<file path="config.mk">
export PLATFORM = sky130hd
export DESIGN_NAME = router_fsm_nch_flat
export DESIGN_NICKNAME = d
export VERILOG_FILES = /design/src/rtl/router_fsm_nch_if.sv /design/src/rtl/router_fsm_nch.sv /design/src/flat_wrapper.sv
export SDC_FILE = /design/constraint.sdc
export NUM_CORES = 1
export LEC_CHECK = 0
export CAP_MARGIN = 15
export CORE_ASPECT_RATIO = 0.75
export CORE_MARGIN = 2
export CORE_UTILIZATION = 49
export DETAILED_ROUTE_END_ITERATION = 7
export MAX_ROUTING_LAYER = met4
export PLACE_DENSITY = 0.85
export SYNTH_ARGS = -nofsm -noshare
export SYNTH_HDL_FRONTEND = slang
export SYNTH_SLANG_ARGS = --single-unit
</file>
<file path="constraint.sdc">
create_clock -name clock -period 3.1 [get_ports clock]
set_input_delay 0.31 -clock clock [delete_from_list [all_inputs] [get_ports clock]]
set_output_delay 0.31 -clock clock [all_outputs]
set_load 0.03 [all_outputs]
</file>
<file path="src/rtl/router_fsm_nch_if.sv">
// Router control bundle: source/register-block/FIFO status in, FSM controls out.
// master drives the status side (stimulus/datapath); slave is the control FSM.
interface router_fsm_nch_if #(
  parameter int NUM_CH = 3,
  parameter int ADDR_W = 2
);
  logic              pkt_valid;
  logic [ADDR_W-1:0] data_in;
  logic              fifo_full;
  logic [NUM_CH-1:0] fifo_empty;
  logic [NUM_CH-1:0] soft_reset;
  logic              parity_done;
  logic              low_packet_valid;

  logic              write_enb_reg;
  logic              detect_add;
  logic              lfd_state;
  logic              ld_state;
  logic              laf_state;
  logic              full_state;
  logic              rst_int_reg;
  logic              busy;
  logic              addr_err;
  logic [ADDR_W-1:0] dest_ch;
  logic              timeout;

  modport master (
    output pkt_valid, data_in, fifo_full, fifo_empty,
    output soft_reset, parity_done, low_packet_valid,
    input  write_enb_reg, detect_add, lfd_state, ld_state,
    input  laf_state, full_state, rst_int_reg, busy,
    input  addr_err, dest_ch, timeout
  );

  modport slave (
    input  pkt_valid, data_in, fifo_full, fifo_empty,
    input  soft_reset, parity_done, low_packet_valid,
    output write_enb_reg, detect_add, lfd_state, ld_state,
    output laf_state, full_state, rst_int_reg, busy,
    output addr_err, dest_ch, timeout
  );
endinterface

</file>
<file path="src/rtl/router_fsm_nch.sv">
// NUM_CH-channel router control FSM: header decode, load sequencing, stalls.
// Ports: clock, resetn (sync, active-low), bus (router_fsm_nch_if.slave).
// Optional: define ROUTER_WAIT_TIMEOUT_EN to bound WAIT_TILL_EMPTY.
module router_fsm_nch #(
  parameter int NUM_CH       = 3,
  parameter int ADDR_W       = 2,
  parameter int WAIT_TIMEOUT = 32
) (
  input  logic           clock,
  input  logic           resetn,
  router_fsm_nch_if.slave bus
);

  localparam int NSEL = 1 << ADDR_W;
  localparam logic [ADDR_W:0] NCH_W = (ADDR_W+1)'(NUM_CH);

  typedef enum logic [8:0] {
    S_DA   = 9'b000000001,
    S_LFD  = 9'b000000010,
    S_LD   = 9'b000000100,
    S_WTE  = 9'b000001000,
    S_FULL = 9'b000010000,
    S_LAF  = 9'b000100000,
    S_LP   = 9'b001000000,
    S_CPE  = 9'b010000000,
    S_DROP = 9'b100000000
  } state_e;

  state_e            state_q, state_d;
  logic [ADDR_W-1:0] dest_q, dest_d;
  logic [NSEL-1:0]   empty_pad;
  logic [NSEL-1:0]   srst_pad;
  logic              hdr_oor;
  logic              hdr_empty;
  logic              dst_empty;
  logic              dst_srst;
  logic              wt_expire;

  // Zero-padded so any ADDR_W index is legal; absent channels read 0.
  always_comb begin
    empty_pad = '0;
    srst_pad  = '0;
    empty_pad[NUM_CH-1:0] = bus.fifo_empty;
    srst_pad[NUM_CH-1:0]  = bus.soft_reset;
  end

  assign hdr_oor   = {1'b0, bus.data_in} >= NCH_W;
  assign hdr_empty = empty_pad[bus.data_in];
  assign dst_empty = empty_pad[dest_q];
  assign dst_srst  = srst_pad[dest_q];

`ifdef ROUTER_WAIT_TIMEOUT_EN
  localparam int CW = $clog2(WAIT_TIMEOUT) + 1;
  localparam logic [CW-1:0] LAST = CW'(WAIT_TIMEOUT - 1);

  logic [CW-1:0] cnt_q, cnt_d;
  logic          tmo_q, tmo_d;

  assign wt_expire = (state_q == S_WTE) && (cnt_q == LAST)
                     && !dst_empty;

  always_comb begin
    cnt_d = cnt_q;
    if (state_q == S_WTE)
      cnt_d = cnt_q + 1'b1;
    if (state_d == S_WTE && state_q != S_WTE)
      cnt_d = '0;
    // A soft reset in the same cycle cancels the drop, so no pulse.
    tmo_d = wt_expire && (state_d == S_DROP);
  end

  always_ff @(posedge clock) begin
    if (!resetn) begin
      cnt_q <= '0;
      tmo_q <= 1'b0;
    end else begin
      cnt_q <= cnt_d;
      tmo_q <= tmo_d;
    end
  end

  assign bus.timeout = tmo_q;
`else
  logic unused_wt;
  assign unused_wt   = WAIT_TIMEOUT[0];
  assign wt_expire   = 1'b0;
  assign bus.timeout = 1'b0;
`endif

  always_comb begin
    state_d = state_q;
    case (state_q)
      S_DA: begin
        if (bus.pkt_valid) begin
          if (hdr_oor)        state_d = S_DROP;
          else if (hdr_empty) state_d = S_LFD;
          else                state_d = S_WTE;
        end
      end
      S_LFD:  state_d = S_LD;
      S_LD: begin
        if (bus.fifo_full)       state_d = S_FULL;
        else if (!bus.pkt_valid) state_d = S_LP;
      end
      S_WTE: begin
        if (dst_empty)      state_d = S_LFD;
        else if (wt_expire) state_d = S_DROP;
      end
      S_FULL: begin
        if (!bus.fifo_full) state_d = S_LAF;
      end
      S_LAF: begin
        if (bus.parity_done)            state_d = S_DA;
        else if (!bus.low_packet_valid) state_d = S_LD;
      end
      S_LP:   state_d = S_CPE;
      S_CPE:  state_d = bus.fifo_full ? S_FULL : S_DA;
      S_DROP: begin
        if (!bus.pkt_valid) state_d = S_DA;
      end
      default: state_d = S_DA;
    endcase
    // Only the latched channel's soft reset counts; DROP has no channel.
    if (dst_srst && state_q != S_DA && state_q != S_DROP)
      state_d = S_DA;
  end

  always_comb begin
    dest_d = dest_q;
    if (state_q == S_DA && bus.pkt_valid)
      dest_d = bus.data_in;
  end

  always_ff @(posedge clock) begin
    if (!resetn) begin
      state_q <= S_DA;
      dest_q  <= '0;
    end else begin
      state_q <= state_d;
      dest_q  <= dest_d;
    end
  end

  assign bus.detect_add    = state_q == S_DA;
  assign bus.lfd_state     = state_q == S_LFD;
  assign bus.ld_state      = state_q == S_LD;
  assign bus.laf_state     = state_q == S_LAF;
  assign bus.full_state    = state_q == S_FULL;
  assign bus.rst_int_reg   = state_q == S_CPE;
  assign bus.addr_err      = state_q == S_DROP;
  assign bus.write_enb_reg = (state_q == S_LD) || (state_q == S_LP)
                             || (state_q == S_LAF);
  assign bus.busy          = !((state_q == S_DA) || (state_q == S_LD)
                               || (state_q == S_DROP));
  assign bus.dest_ch       = dest_q;

endmodule

</file>
<file path="src/flat_wrapper.sv">
// flat-port wrapper written by rule: the top's interface ports become plain ports
module router_fsm_nch_flat 
#(
  parameter int NUM_CH       = 3,
  parameter int ADDR_W       = 2,
  parameter int WAIT_TIMEOUT = 32
)
  (clock, resetn, bus_pkt_valid, bus_data_in, bus_fifo_full, bus_fifo_empty, bus_soft_reset, bus_parity_done, bus_low_packet_valid, bus_write_enb_reg, bus_detect_add, bus_lfd_state, bus_ld_state, bus_laf_state, bus_full_state, bus_rst_int_reg, bus_busy, bus_addr_err, bus_dest_ch, bus_timeout);
  router_fsm_nch_if #(.NUM_CH(NUM_CH), .ADDR_W(ADDR_W)) bus_i ();
  input  logic clock;
  input  logic resetn;
  input wire logic [$bits(bus_i.pkt_valid)-1:0] bus_pkt_valid;
  input wire logic [$bits(bus_i.data_in)-1:0] bus_data_in;
  input wire logic [$bits(bus_i.fifo_full)-1:0] bus_fifo_full;
  input wire logic [$bits(bus_i.fifo_empty)-1:0] bus_fifo_empty;
  input wire logic [$bits(bus_i.soft_reset)-1:0] bus_soft_reset;
  input wire logic [$bits(bus_i.parity_done)-1:0] bus_parity_done;
  input wire logic [$bits(bus_i.low_packet_valid)-1:0] bus_low_packet_valid;
  output wire logic [$bits(bus_i.write_enb_reg)-1:0] bus_write_enb_reg;
  output wire logic [$bits(bus_i.detect_add)-1:0] bus_detect_add;
  output wire logic [$bits(bus_i.lfd_state)-1:0] bus_lfd_state;
  output wire logic [$bits(bus_i.ld_state)-1:0] bus_ld_state;
  output wire logic [$bits(bus_i.laf_state)-1:0] bus_laf_state;
  output wire logic [$bits(bus_i.full_state)-1:0] bus_full_state;
  output wire logic [$bits(bus_i.rst_int_reg)-1:0] bus_rst_int_reg;
  output wire logic [$bits(bus_i.busy)-1:0] bus_busy;
  output wire logic [$bits(bus_i.addr_err)-1:0] bus_addr_err;
  output wire logic [$bits(bus_i.dest_ch)-1:0] bus_dest_ch;
  output wire logic [$bits(bus_i.timeout)-1:0] bus_timeout;
  assign bus_i.pkt_valid = bus_pkt_valid;
  assign bus_i.data_in = bus_data_in;
  assign bus_i.fifo_full = bus_fifo_full;
  assign bus_i.fifo_empty = bus_fifo_empty;
  assign bus_i.soft_reset = bus_soft_reset;
  assign bus_i.parity_done = bus_parity_done;
  assign bus_i.low_packet_valid = bus_low_packet_valid;
  assign bus_write_enb_reg = bus_i.write_enb_reg;
  assign bus_detect_add = bus_i.detect_add;
  assign bus_lfd_state = bus_i.lfd_state;
  assign bus_ld_state = bus_i.ld_state;
  assign bus_laf_state = bus_i.laf_state;
  assign bus_full_state = bus_i.full_state;
  assign bus_rst_int_reg = bus_i.rst_int_reg;
  assign bus_busy = bus_i.busy;
  assign bus_addr_err = bus_i.addr_err;
  assign bus_dest_ch = bus_i.dest_ch;
  assign bus_timeout = bus_i.timeout;
  router_fsm_nch #(.NUM_CH(NUM_CH), .ADDR_W(ADDR_W), .WAIT_TIMEOUT(WAIT_TIMEOUT)) u_core (.clock(clock), .resetn(resetn), .bus(bus_i));
endmodule
</file>
==> results.yml <==
timing:
  slew_headroom_pct: 66.3
  setup_violations: 0
  fin_skew_ns: 0.00456
  worstMarginPinSlew_ns: 0.504
  rsz0062_at_grt: "no"
  max_freq_mhz: 391
  tns_ns: 0
  finalHoldViolCount: 0
  slew_viol_final: 0
  fin_crit_ns: 2.56
  final.period_utilization_pct: 82.5
cts:
  cts_setup_buffers: 0
  postCtsHoldBufs: 0
  cts.sinks: 11
  h-tree-depth: 1
  cts.path.max_buffers: 2
  cts_made_buffers: 3
  cts_tree: "done"
  cts_resized: 0
  cts-root-buf: "clkbuf_4"
  clk_pin_slew_ns: 0.07
  worstSkewPairLatency_ns: 0.28
final_layout:
  layout_commonest_cell: "clkdlybuf4s50_1"
  multiInputGateArea_sq_um: 589
  area_growth_syn_to_layout_pct: 30.4
  drive_gt1_share_pct: 10.2
  fillers: 150
  final_cell_mix: "clkdlybuf4s50_1, dfxtp_1, nor2_1, o21ai_0, nand3_1"
  nets: 143
  fin_area_sq_um: 1130
  seq_area_sq_um: 220
  finish.utilization_pct: 66.6
  diodes: 0
place:
  dpl_cell_area_sq_um: 1100
  portBuffers: 24
  place_congestion: 0.849
  dp.final_hpwl_microns: 1720
floorplanning:
  coreArea_sq_um: 1690
  die_h_microns: 40.4
  initial_core_util_pct: 51.0
  chipWidth_microns: 52.5
  top_level_ports: 26
  num_rows: 13
  die-area_sq_um: 2120
routing:
  route.detailed.drc: 0
  viasPerCell: 6.11
  wl_per_cell_microns: 14.5
  vias: 916
  drtPass1Iterations: 4
  drtIter0Drc: 32
  drtAntennaViolNets: 0
  wirelength_microns: 2180
critical_path:
  crit_arrival_ns: 2.25
  cp-start-kind: "flop"
  cp-end-kind: "primary output"
  critPathMaxFanout: 7
  required_ns: 2.79
  r2r_slack_ns: 1.29
  crit_type: "flop to primary output"
pwr:
  p_total_mw: 0.695
  p_per_area_nw_per_um2: 618
  p_leak_nw: 0.418
  ir_drop_v: 0.000603
logic_synthesis:
  syn-mean-instance-area_sq_um: 8.30
  synth.distinct_cells: 42
  synthesis.nets: 118
  synth_area_sq_um: 863
  seq_area_frac_synth_pct: 25.5
  synth_flop_cell: "dfxtp_1"
  synth_edf_count: 0
  netlist_instances: 104
  synth_warnings: 0
  synthArstFlopShare_pct: 0
  ys_ff_latch: 11
global_routing:
  first_global_vias: 752
  antenna_found_initial: 0
  grt_use_total_pct: 23.8
  grt_max_degree: 10
  grt_pass1_wl_microns: 3440
  gr-total-overflow: 0
run_status:
  status: "complete, no violations"
run:
  cap_viol_max_count: 0
hold_path:
  hp-class: "flop to flop"
[path summary, 6_finish.rpt]
kind | startpoint | to | depth (start not counted)
max | u_core.state_q[7]$_SDFFE_PP0P_ | bus_full_state | 4
min | u_core.bus.dest_ch[0]$_SDFFE_PN0P_ | u_core.bus.dest_ch[0]$_SDFFE_PN0P_ | 2
max reg2reg | u_core.state_q[6]$_SDFFE_PP0P_ | u_core.state_q[7]$_SDFFE_PP0P_ | 5
min reg2reg | u_core.bus.dest_ch[0]$_SDFFE_PN0P_ | u_core.bus.dest_ch[0]$_SDFFE_PN0P_ | 2
[power by group]
part	total (mW)	leakage (nW)	internal, mW	switching, mW
registers	0.205	0.0894	0.161	0.0432
clock network	0.103	0.0150	0.0500	0.0527
logic	0.388	0.313	0.167	0.221
total	0.695	0.418	0.379	0.317
[final cells by class]
cell class                      count  area share, %
Multi-Input combinational cell     83           52.3
Timing Repair Buffer               24           21.3
Sequential cell                    11           19.6
Tap cell                           22           2.44
Clock buffer                        4           2.33
Inverter                            6           2.00
[stage by stage]
| step | hold slack [ns] | worst slack [ns] | cells |
|---|---|---|---|
| after detailed placement | 0.542 | 0.870 | 146 |
| after floorplan | 0.389 | 0.804 | 104 |
| after global placement | 0.531 | 0.924 | 146 |
| after CTS | 0.552 | 0.563 | 150 |
| after global routing | 0.587 | 0.376 | 150 |
| final | 0.546 | 0.544 | 150 |
[flip-flops by register name (all words and copies together) (netlist names)]
| name | flops |
|---|---|
| u_core.bus.dest_ch | 2 |
| u_core.state_q | 9 |
[Yosys cell counts (2+ instances only)]
library cell	number	area, sq um
dfxtp_1	11	220
nand3_1	7	35.0
nor2_1	7	26.3
o21ai_0	7	35.0
inv_1	5	18.8
nand2_1	5	18.8
nand4_1	4	25.0
nor4_1	4	25.0
a21oi_1	3	15.0
mux2i_1	3	30.0
nand3b_1	3	22.5
nor3_1	3	15.0
nor4b_1	3	26.3
o21a_1	3	22.5
a21boi_0	2	15.0
and3_1	2	12.5
and3_2	2	15.0
and4b_1	2	20.0
buf_4	2	15.0
nor2b_1	2	12.5
o211ai_1	2	15.0
xor2_1	2	17.5
[routing by layer]
layer | global-route usage [%] | part of all wire, %
met1 | 32.1 | 46
met2 | 34.7 | 46
met3 | 6.72 | 6.9
met4 | 7.05 | 0.69
met5 | - | 0
[worst max-delay path, cell delays in order, from the launching register on]
cell,delay [ns]
dfxtp_1,0.39
nor4_4,0.44
nand2_2,0.13
nor4_1,0.27
clkdlybuf4s50_1,0.74
[kinds of logic (layout without fill, tap and decap cells)]
kind of cell | after synthesis | after routing | synth area share [%]
DFF | 11 | 11 | 25.5
AOI/OAI and AO/OA | 26 | 26 | 23.6
buffers and inverters | 10 | 34 | 6.23
and+or+nand+nor | 50 | 50 | 37.4
other | 1 | 1 | 0.434
muxes | 4 | 4 | 4.78
xor gates and xnor gates | 2 | 2 | 2.03
No activity file was read; power rests on OpenSTA's default activity.
